`src/rtl/lut_stream_ctrl.sv`:
```
// Frame sequencer for the rectification LUT path: walks the LUT ROM once per
// frame and streams the offset bytes through a small prefetch FIFO.
module lut_stream_ctrl #(
    parameter int img_width  = 16,
    parameter int img_height = 8,
    parameter int LUT_AW     = 10,
    parameter int FIFO_DEPTH = 4
) (
    input  logic              clk,
    input  logic              rst,
    input  logic              Fsync,
    output logic              lut_rd_en,
    output logic [LUT_AW-1:0] lut_addr,
    input  logic [7:0]        lut_rdata,
    output logic [7:0]        ltdata,
    output logic              ltvalid,
    output logic              ltlast,
    input  logic              ltready,
    output logic              frame_busy,
    output logic              frame_done,
    output logic              fsync_err
);

    localparam int CNT_W = LUT_AW + 1;
    localparam int PTR_W = $clog2(FIFO_DEPTH);
    localparam int FCW   = PTR_W + 1;

    localparam logic [CNT_W-1:0]  N_C         = CNT_W'(img_width * img_height);
    localparam logic [CNT_W-1:0]  LAST_C      = CNT_W'(img_width * img_height - 1);
    localparam logic [LUT_AW-1:0] LAST_ADDR_C = LUT_AW'(img_width * img_height - 1);
    localparam logic [FCW:0]      CRED_MAX_C  = (FCW + 1)'(FIFO_DEPTH);

    localparam logic [1:0] S_IDLE   = 2'd0;
    localparam logic [1:0] S_STREAM = 2'd1;
    localparam logic [1:0] S_DRAIN  = 2'd2;
    localparam logic [1:0] S_DONE   = 2'd3;

    logic [1:0]            state_q, state_d;
    logic                  rd_en_q, rd_en_d;
    logic [LUT_AW-1:0]     addr_q, addr_d;
    logic [CNT_W-1:0]      issue_cnt_q, issue_cnt_d;
    logic [CNT_W-1:0]      pop_cnt_q, pop_cnt_d;
    logic                  inflight_q, inflight_d;
    logic                  inflight_last_q, inflight_last_d;
    logic [7:0]            mem_data_q [FIFO_DEPTH];
    logic [7:0]            mem_data_d [FIFO_DEPTH];
    logic [FIFO_DEPTH-1:0] mem_last_q, mem_last_d;
    logic [PTR_W-1:0]      wr_ptr_q, wr_ptr_d;
    logic [PTR_W-1:0]      rd_ptr_q, rd_ptr_d;
    logic [FCW-1:0]        count_q, count_d;
    logic                  ltvalid_q, ltvalid_d;
    logic [7:0]            ltdata_q, ltdata_d;
    logic                  ltlast_q, ltlast_d;
    logic                  busy_q, busy_d;
    logic                  done_q, done_d;
    logic                  err_q, err_d;

    logic                  start_s;
    logic                  pop_s;
    logic                  push_s;
    logic [FCW-1:0]        count_after_s;
    logic [FCW:0]          credit_s;

    assign lut_rd_en  = rd_en_q;
    assign lut_addr   = addr_q;
    assign ltdata     = ltdata_q;
    assign ltvalid    = ltvalid_q;
    assign ltlast     = ltlast_q;
    assign frame_busy = busy_q;
    assign frame_done = done_q;
    assign fsync_err  = err_q;

    // Handshake events and the occupancy the next read must fit into
    always_comb begin
        start_s       = (state_q == S_IDLE) && Fsync;
        pop_s         = ltvalid_q && ltready;
        push_s        = inflight_q;
        count_after_s = count_q + FCW'(push_s) - FCW'(pop_s);
        credit_s      = {1'b0, count_after_s} + {{FCW{1'b0}}, rd_en_q};
    end

    // Frame state machine
    always_comb begin
        state_d = state_q;
        case (state_q)
            S_IDLE: begin
                if (Fsync) state_d = S_STREAM;
                else       state_d = S_IDLE;
            end
            S_STREAM: begin
                if (issue_cnt_q == N_C) state_d = S_DRAIN;
                else                    state_d = S_STREAM;
            end
            S_DRAIN: begin
                if (pop_s && (pop_cnt_q == LAST_C)) state_d = S_DONE;
                else                                state_d = S_DRAIN;
            end
            S_DONE:  state_d = S_IDLE;
            default: state_d = S_IDLE;
        endcase
    end

    // Read issue; the next strobe is decided one cycle ahead so it is registered
    always_comb begin
        rd_en_d         = 1'b0;
        addr_d          = addr_q;
        issue_cnt_d     = issue_cnt_q;
        inflight_d      = rd_en_q;
        inflight_last_d = rd_en_q && (addr_q == LAST_ADDR_C);
        if (start_s) begin
            rd_en_d     = 1'b1;
            addr_d      = '0;
            issue_cnt_d = CNT_W'(1);
        end else if ((state_q == S_STREAM) && (issue_cnt_q < N_C) && (credit_s < CRED_MAX_C)) begin
            rd_en_d     = 1'b1;
            addr_d      = issue_cnt_q[LUT_AW-1:0];
            issue_cnt_d = issue_cnt_q + CNT_W'(1);
        end else begin
            rd_en_d     = 1'b0;
        end
    end

    // Prefetch FIFO; the stream registers are loaded from the post-update head
    always_comb begin
        mem_data_d = mem_data_q;
        mem_last_d = mem_last_q;
        wr_ptr_d   = wr_ptr_q;
        rd_ptr_d   = rd_ptr_q;
        count_d    = count_after_s;
        pop_cnt_d  = pop_cnt_q;
        if (push_s) begin
            mem_data_d[wr_ptr_q] = lut_rdata;
            mem_last_d[wr_ptr_q] = inflight_last_q;
            wr_ptr_d             = wr_ptr_q + PTR_W'(1);
        end else begin
            wr_ptr_d = wr_ptr_q;
        end
        if (pop_s) begin
            rd_ptr_d  = rd_ptr_q + PTR_W'(1);
            pop_cnt_d = pop_cnt_q + CNT_W'(1);
        end else begin
            rd_ptr_d  = rd_ptr_q;
        end
        if (start_s) begin
            wr_ptr_d  = '0;
            rd_ptr_d  = '0;
            count_d   = '0;
            pop_cnt_d = '0;
        end else begin
            count_d   = count_after_s;
        end
        ltvalid_d = (count_d != '0);
        if (ltvalid_d) begin
            ltdata_d = mem_data_d[rd_ptr_d];
            ltlast_d = mem_last_d[rd_ptr_d];
        end else begin
            ltdata_d = 8'h00;
            ltlast_d = 1'b0;
        end
    end

    // Status pulses
    always_comb begin
        busy_d = (state_d != S_IDLE);
        done_d = (state_d == S_DONE);
        err_d  = Fsync && (state_q != S_IDLE);
    end

    // State registers with synchronous reset
    always_ff @(posedge clk) begin
        if (rst) begin
            state_q         <= S_IDLE;
            rd_en_q         <= 1'b0;
            addr_q          <= '0;
            issue_cnt_q     <= '0;
            pop_cnt_q       <= '0;
            inflight_q      <= 1'b0;
            inflight_last_q <= 1'b0;
            mem_data_q      <= '{default: 8'h00};
            mem_last_q      <= '0;
            wr_ptr_q        <= '0;
            rd_ptr_q        <= '0;
            count_q         <= '0;
            ltvalid_q       <= 1'b0;
            ltdata_q        <= 8'h00;
            ltlast_q        <= 1'b0;
            busy_q          <= 1'b0;
            done_q          <= 1'b0;
            err_q           <= 1'b0;
        end else begin
            state_q         <= state_d;
            rd_en_q         <= rd_en_d;
            addr_q          <= addr_d;
            issue_cnt_q     <= issue_cnt_d;
            pop_cnt_q       <= pop_cnt_d;
            inflight_q      <= inflight_d;
            inflight_last_q <= inflight_last_d;
            mem_data_q      <= mem_data_d;
            mem_last_q      <= mem_last_d;
            wr_ptr_q        <= wr_ptr_d;
            rd_ptr_q        <= rd_ptr_d;
            count_q         <= count_d;
            ltvalid_q       <= ltvalid_d;
            ltdata_q        <= ltdata_d;
            ltlast_q        <= ltlast_d;
            busy_q          <= busy_d;
            done_q          <= done_d;
            err_q           <= err_d;
        end
    end

endmodule

```
`config.mk`:
```
export PLATFORM = sky130hd
export DESIGN_NAME = lut_stream_ctrl
export DESIGN_NICKNAME = d
export VERILOG_FILES = /design/src/rtl/lut_stream_ctrl.sv
export SDC_FILE = /design/constraint.sdc
export NUM_CORES = 1
export LEC_CHECK = 0
export CORE_MARGIN = 3
export CORE_UTILIZATION = 45
export CTS_CLUSTER_DIAMETER = 30
export DETAILED_ROUTE_END_ITERATION = 10
export GPL_TIMING_DRIVEN = 1
export HOLD_SLACK_MARGIN = 0.08
export PLACE_DENSITY_LB_ADDON = 0.05
export SLEW_MARGIN = 20
export SYNTH_ARGS = -nofsm -noshare
export SYNTH_HDL_FRONTEND = slang
export SYNTH_SLANG_ARGS = --single-unit
```
`constraint.sdc`:
```
create_clock -name clk -period 2.3 [get_ports clk]
set_clock_uncertainty 0.15 [all_clocks]
set_input_delay 0.575 -clock clk [delete_from_list [all_inputs] [get_ports clk]]
set_output_delay 0.575 -clock clk [all_outputs]
set_load 0.05 [all_outputs]
```
==> reports/results.tsv, run 1 <==
stage	metric	value	unit
outcome	status	complete, but fails checks	
outcome	failing checks	negative setup slack	
global_routing	global routing usage on met2	31.2	%
critical_path	WP data arrival	2.44	ns
synth	Synth Flop Type	dfxtp_1	
clock_tree	CTS tree	yes	
clock_tree	Clock Pin Slew Worst Setup and Hold Paths	0.09	ns
synth	Yosys cell types	45	
critical_path	critical path's slowest cell	dfxtp_4	
placement	GPL Wtd Cong	0.778	
critical_path	crit path launch type	flip-flop	
critical_path	WP data required	2.39	ns
global_routing	initial antenna violation count	0	
timing	FMAX	425	MHz
final_layout	most frequent cells in the layout	dfxtp_1 (92), nand2_1 (85), a21oi_1 (61)	
synth	Post-synth EDFFs	0	
floorplanning	die area	10100	µm²
min_path	hold path cells	2	
detailed_routing	Pre-antenna DRT Iters	4	
clock_tree	clk buf depth	2	
synth	Synth Net Count	492	
floorplanning	# IOs	36	
timing	measured slew at the worst slew-check pin	0.674	ns
timing	final setup margin	-0.0547	ns
timing	# setup viols final	4	
synth	Synth Area in Adders	2.99	%
critical_path	flop-to-flop setup slack	-0.05	ns
synth	synth top area cells	dfxtp_1 (46%), a21oi_1 (8.2%), nand2_1 (8.1%), nor2_1 (5.4%), o211ai_1 (3.0%)	
final_layout	Final nets	547	
placement	port bufs	35	
synth	Post-Syn Area	4010	µm²
detailed_routing	Vias	3328	
floorplanning	Starting Density	47.6	%
final_layout	layout cells sized above 1	14.9	%
synth	Synth Area in Compound Gates	13.1	%
synth	Synth area leader	dfxtp_1	
clock_tree	Root Buffer	clkbuf_8	
synth	xor and xnor fraction of the mapped netlist area	4.52	%
synth	ys async rst share	0	%
synth	synth warn	0	
floorplanning	Core Footprint	8420	µm²
detailed_routing	ANT nets after route	0	
synth	largest family of logic cells by synthesized area	simple AND/OR/NAND/NOR gates	
synth	Post-Synth Simple-Gate Area	25.4	%
run	max_cap viols	0	
min_path	Hold Crit Start	mem_last_q[2]	
critical_path	Register-to-Register Path Depth	11	
global_routing	GRT Max-Usage Layer	met2	
detailed_routing	Total Wirelength	9110	µm
global_routing	first-pass GRT wire length	15200	µm
timing	max-slew violations	0	
final_layout	Syn-to-layout area delta	23.5	%
synth	Synth Instances	471	
synth	Seq/Total Area, Yosys	46.4	%
timing	min cycle time layout	2.35	ns
global_routing	Total GRT Usage	19.1	%
synth	multiplexer area fraction after synthesis	3.40	%
critical_path	crit-path cells	nand2_8 -> xnor2_2 -> ha_2 -> inv_2 -> fa_2 -> xnor3_2 -> o2111ai_4 -> buf_12 -> nor3_4 -> xnor2_1 -> nor2_1	
global_routing	routing usage on met3	4.31	%
power	pwr/cell area	753	nW/µm²
critical_path	Crit Path Max Fanout	5	
floorplanning	die height	100	µm
clock_tree	H-tree Lvls	3	
floorplanning	Rows	33	
global_routing	Congestion Overflow GR	0	
global_routing	met1 Use GR	24.7	%
timing	RSZ-0062 raised after global routing	yes	
final_layout	diode count	0	
placement	pre-CTS setup slack	-0.898	ns
final_layout	most common cell after layout, fill and taps aside	dfxtp_1	
detailed_routing	routed vias/inst	5.23	
critical_path	reg2reg end	issue_cnt_q[4]	
detailed_routing	drt drc	0	
power	Peak VDD IR	0.303	mV
min_path	worst hold endpoint	mem_last_q[2]	
synth	area share of the largest cell type after synthesis	46.4	%
final_layout	Layout Cells excl Fill	636	
timing	final cycle utilization of the critical path	102	%
clock_tree	Sink Count	93	
critical_path	Crit. End Element	flip-flop	
global_routing	vias in the first global route	3151	
detailed_routing	1st-iter DRT viols	86	
placement	placed cells	617	
detailed_routing	WL/cell	14.3	µm
clock_tree	hold_buf cts	0	
floorplanning	die width	100	µm
critical_path	worst r2r src	ltvalid	
min_path	worst min path class	flip-flop to flip-flop	
power	Leak	2.06	nW
synth	syn_area_per_cell	8.52	µm²
synth	FF+latch count, synth	93	
critical_path	critical path type	flip-flop to flip-flop	
global_routing	largest net degree at the start of global routing	38	
placement	DP HPWL	6090	µm
critical_path	CP peak stage delay	0.39	ns
clock_tree	worst-skew pair later-pin latency	0.37	ns
timing	Slew HR	55.0	%
timing	endpoints failing hold	0	
clock_tree	TritonCTS Buffers	9	
## how the worst max path moves through the flow
stage	from	to	slack (ns)	cells after the start
after floorplan	ltready	issue_cnt_q[5]	-0.1	11
after global placement	ltready	issue_cnt_q[2]	-0.88	11
after detailed placement	ltready	issue_cnt_q[2]	-0.90	12
after CTS	ltvalid	issue_cnt_q[4]	-0.10	11
after global routing	ltvalid	issue_cnt_q[5]	-0.16	11
final	ltvalid	issue_cnt_q[4]	-0.05	11
## flip-flops by register name (all words and copies together) (netlist names), 3 cells and up
| name | count |
|---|---|
| mem_data_q | 32 |
| ltdata | 8 |
| pop_cnt_q | 11 |
| lut_addr | 10 |
| mem_last_q | 4 |
| count_q | 3 |
| issue_cnt_q | 11 |
## power by group
part	internal (mW)	leakage (nW)	switching [mW]
sequential	1.67	0.753	0.0428
clock	0.572	0.104	0.603
combinational	0.379	1.21	0.464
## cells in the mapped netlist, types with 2 or more instances
cell / instances
a21oi_1: 66
and2_1: 10
and3_1: 9
buf_2: 8
buf_6: 4
clkbuf_1: 9
clkbuf_2: 2
dfxtp_1: 93
ha_1: 8
inv_1: 7
mux2i_1: 10
nand2_1: 87
nand3_1: 7
nand3b_1: 3
nand4_1: 5
nor2_1: 58
nor2b_1: 4
nor3_1: 5
nor3_2: 2
o211ai_1: 16
or2_2: 2
or3_1: 17
xnor2_1: 9
xor2_1: 9
## metal layers
| layer | up-vias | wire length, µm |
|---|---|---|
| li1 | 1702 | - |
| met1 | 1559 | 4270 |
| met2 | 57 | 4290 |
| met3 | 10 | 393 |
| met4 | 0 | 159 |
| met5 | - | 0 |
## critical path: cells and delay by family (launching register included)
kind                       cells  cell delay [ns]
xor gates and xnor gates       3             0.53
adders and majority gates      2             0.53
DFF                            1             0.39
buffers and inverters          2             0.26
and+or+nand+nor                3             0.21
AOI/OAI and AO/OA              1             0.17
## metrics by stage
stage | hold slack [ns] | instance area [µm²] | TNS [ns] | utilization, % | power, mW
6_report | 0.304 | 4960 | -0.141 | 58.9 | 3.73
5_1_grt | 0.327 | 4960 | -1.71 | 58.9 | 3.92
4_1_cts | 0.306 | 4930 | -0.503 | 58.5 | 3.78
3_5_place_dp | 0.294 | 4650 | -23.75 | 55.2 | 2.53
3_3_place_gp | 0.287 | 4650 | -22.77 | 55.2 | 2.53
2_1_floorplan | 0.281 | 4070 | -0.854 | - | 2.27
## area by class of cell
class,count,area [µm²]
fill,780,3470
multi-input combinational,346,2070
sequential,93,1870
timing repair buffer,69,644
clock buffer,10,149
tap,105,131
clock inverter,6,67.6
inverter,7,26.3
## timing repair
| item | in CTS | in global routing |
|---|---|---|
| gates resized for setup | 10 | 18 |
| endpoints found under the setup margin | 30 | 34 |
| gates cloned | 2 | 0 |
| setup buffers | 2 | 0 |
| endpoints found under the hold margin | 0 | 0 |
| pin swaps | 9 | 9 |
## kinds of logic after synthesis
kind of cell / after synthesis
multiplexers: 12
adder cells (fa/ha/maj): 9
AND/OR/NAND/NOR: 216
buffers and inverters: 32
AO/OA/AOI/OAI: 90
XOR/XNOR: 19
flip-flops: 93
(Power assumes the default switching activity.)
==> run 2: changes to the inputs <==
Settings changed: CTS_BUF_LIST from default to sky130_fd_sc_hd__clkbuf_8, MAX_ROUTING_LAYER from default to met4.
==> run 2 against run 1 <==
The flow still finishes with violations (negative setup slack). Die area unchanged. Largest power group unchanged. Register-to-register slack about the same. Combinational power about the same. Clock power up 4%. Sequential cell count unchanged. Critical path type unchanged. Highest routed layer unchanged. First-iteration DRC count grew 30%. Clock-buffer cell count shrank 1.
==> reports/results.tsv, run 2 (synthesis gave the netlist of run 1 again) <==
stage	metric	value	unit
clock_tree	Root Buffer	clkbuf_8	
detailed_routing	routed vias/inst	5.27	
detailed_routing	Total Wirelength	9150	µm
outcome	failing checks	negative setup slack	
global_routing	vias in the first global route	3165	
power	sequential share of power	45.3	%
critical_path	WP data arrival	2.45	ns
power	pwr/cell area	762	nW/µm²
power	Peak VDD IR	0.303	mV
detailed_routing	Pre-antenna DRT Iters	4	
power	Sw Share	29.5	%
critical_path	Crit. End Element	flip-flop	
critical_path	critical path's slowest cell	dfxtp_4	
placement	DP HPWL	6090	µm
global_routing	routing usage on met3	4.17	%
global_routing	global routing usage on met2	31.3	%
power	Leak	2.07	nW
min_path	worst min path class	flip-flop to flip-flop	
detailed_routing	drt drc	0	
floorplanning	Rows	33	
placement	GPL Wtd Cong	0.789	
clock_tree	clk buf depth	2	
placement	pre-CTS setup slack	-0.898	ns
final_layout	Fill cells	777	
final_layout	most common cell after layout, fill and taps aside	dfxtp_1	
clock_tree	hold_buf cts	0	
clock_tree	Sink Count	93	
timing	Slew HR	55.2	%
power	NetSw	1.12	mW
floorplanning	die area	10100	µm²
timing	endpoints failing hold	0	
timing	min cycle time layout	2.35	ns
final_layout	layout cells sized above 1	15.1	%
power	Pint	2.67	mW
critical_path	critical path type	flip-flop to flip-flop	
timing	RSZ-0062 raised after global routing	yes	
critical_path	CP peak stage delay	0.39	ns
global_routing	GRT Max-Usage Layer	met2	
power	Comb power frac	22.3	%
critical_path	CP top delay family	XOR/XNOR gates	
detailed_routing	WL/cell	14.4	µm
critical_path	Buf+Inv Stages, Crit Path	2	
timing	final cycle utilization of the critical path	102	%
critical_path	crit-path cells	nand2_8 -> xnor2_2 -> ha_2 -> inv_2 -> fa_2 -> xnor3_2 -> o2111ai_4 -> buf_12 -> nor3_4 -> xnor2_1 -> nor2_1	
global_routing	initial antenna violation count	0	
placement	port bufs	35	
global_routing	Congestion Overflow GR	0	
final_layout	Largest regs	mem_data_q (32), issue_cnt_q (11), pop_cnt_q (11)	
clock_tree	worst-skew pair later-pin latency	0.37	ns
timing	max-slew violations	0	
detailed_routing	Vias	3349	
global_routing	largest net degree at the start of global routing	38	
global_routing	Total GRT Usage	19.8	%
final_layout	most frequent cells in the layout	dfxtp_1 (92), nand2_1 (85), a21oi_1 (61)	
timing	final setup margin	-0.0539	ns
final_layout	Final nets	547	
detailed_routing	ANT nets after route	0	
clock_tree	TritonCTS Buffers	9	
critical_path	WP data required	2.39	ns
global_routing	first-pass GRT wire length	15300	µm
final_layout	max FFs per register	32	
outcome	status	complete, but fails checks	
floorplanning	Starting Density	47.6	%
critical_path	crit path launch type	flip-flop	
floorplanning	# IOs	36	
critical_path	Crit Path Max Fanout	5	
clock_tree	H-tree Lvls	3	
timing	WHS	0.304	ns
floorplanning	die width	100	µm
clock_tree	CTS tree	yes	
floorplanning	die height	100	µm
run	max_cap viols	0	
timing	FMAX	425	MHz
final_layout	Syn-to-layout area delta	23.9	%
floorplanning	Core Footprint	8420	µm²
timing	# setup viols final	4	
timing	measured slew at the worst slew-check pin	0.671	ns
power	Clk pwr share	32.4	%
final_layout	Biggest register	mem_data_q	
detailed_routing	1st-iter DRT viols	112	
final_layout	diode count	0	
global_routing	met1 Use GR	25.0	%
clock_tree	Clock Pin Slew Worst Setup and Hold Paths	0.09	ns
==> run 2: cell types whose count changed in the layout (fill, tap and decap cells not counted), sizes merged <==
cell / before / now
clkbuf: 10 / 9
bufinv: 1 / 2
==> run 2: cell type report <==
type	count	area, µm²	area share [%]
clock buffer	9	124	2.49
clock inverter	7	97.6	1.96
tap	105	131	2.64
timing repair buffer	69	644	13.0
sequential	93	1870	37.5
inverter	7	26.3	0.529
multi-input combinational	346	2080	41.9
==> run 2: power by group through the flow <==
stage                     registers, mW  clock network (mW)  logic [mW]
final                              1.72                1.23       0.845
after global routing               1.72                1.32       0.921
after CTS                          1.72                1.26       0.849
after detailed placement           1.75                   0       0.778
after global placement             1.75                   0       0.775
after floorplan                    1.85                   0       0.421
==> run 2: routing by layer <==
layer | share of wire, % | wire (µm)
met5 | 0 | 0
met4 | 1.7 | 157
met3 | 4.1 | 374
met2 | 47 | 4290
met1 | 47 | 4320
==> run 2: path summary, 6_finish.rpt <==
| check | depth (start not counted) | slack [ns] | startpoint | end |
|---|---|---|---|---|
| worst max-delay path | 11 | -0.05 | ltvalid | issue_cnt_q[4] |
| worst min-delay path | 2 | 0.30 | mem_last_q[2] | mem_last_q[2] |
| worst max register to register | 11 | -0.05 | ltvalid | issue_cnt_q[4] |
| worst min register to register | 2 | 0.30 | mem_last_q[2] | mem_last_q[2] |
==> run 2: what timing repair did <==
item,in CTS,in global routing
setup buffers,2,0
cloned,2,0
gates resized for setup,10,20
setup endpoints to repair,30,34
pin swaps,9,9
==> run 2: through the flow <==
step	cell area, µm²	total power, mW	TNS (ns)	util, %	instances
floorplan	4070	2.27	-0.854	-	471
detailed placement	4650	2.53	-23.75	55.2	617
global route	4970	3.96	-1.60	59.0	636
finish	4970	3.79	-0.146	59.0	636
global placement	4650	2.53	-22.77	55.2	617
CTS	4930	3.83	-0.490	58.6	637
==> run 2: worst register-to-register path, cell delays in order (launching register included) <==
cell and delay [ns]:
dfxtp_4 0.39, nand2_8 0.05, xnor2_2 0.14, ha_2 0.19, inv_2 0.04, fa_2 0.34, xnor3_2 0.26, o2111ai_4 0.17
buf_12 0.22, nor3_4 0.11, xnor2_1 0.13, nor2_1 0.05
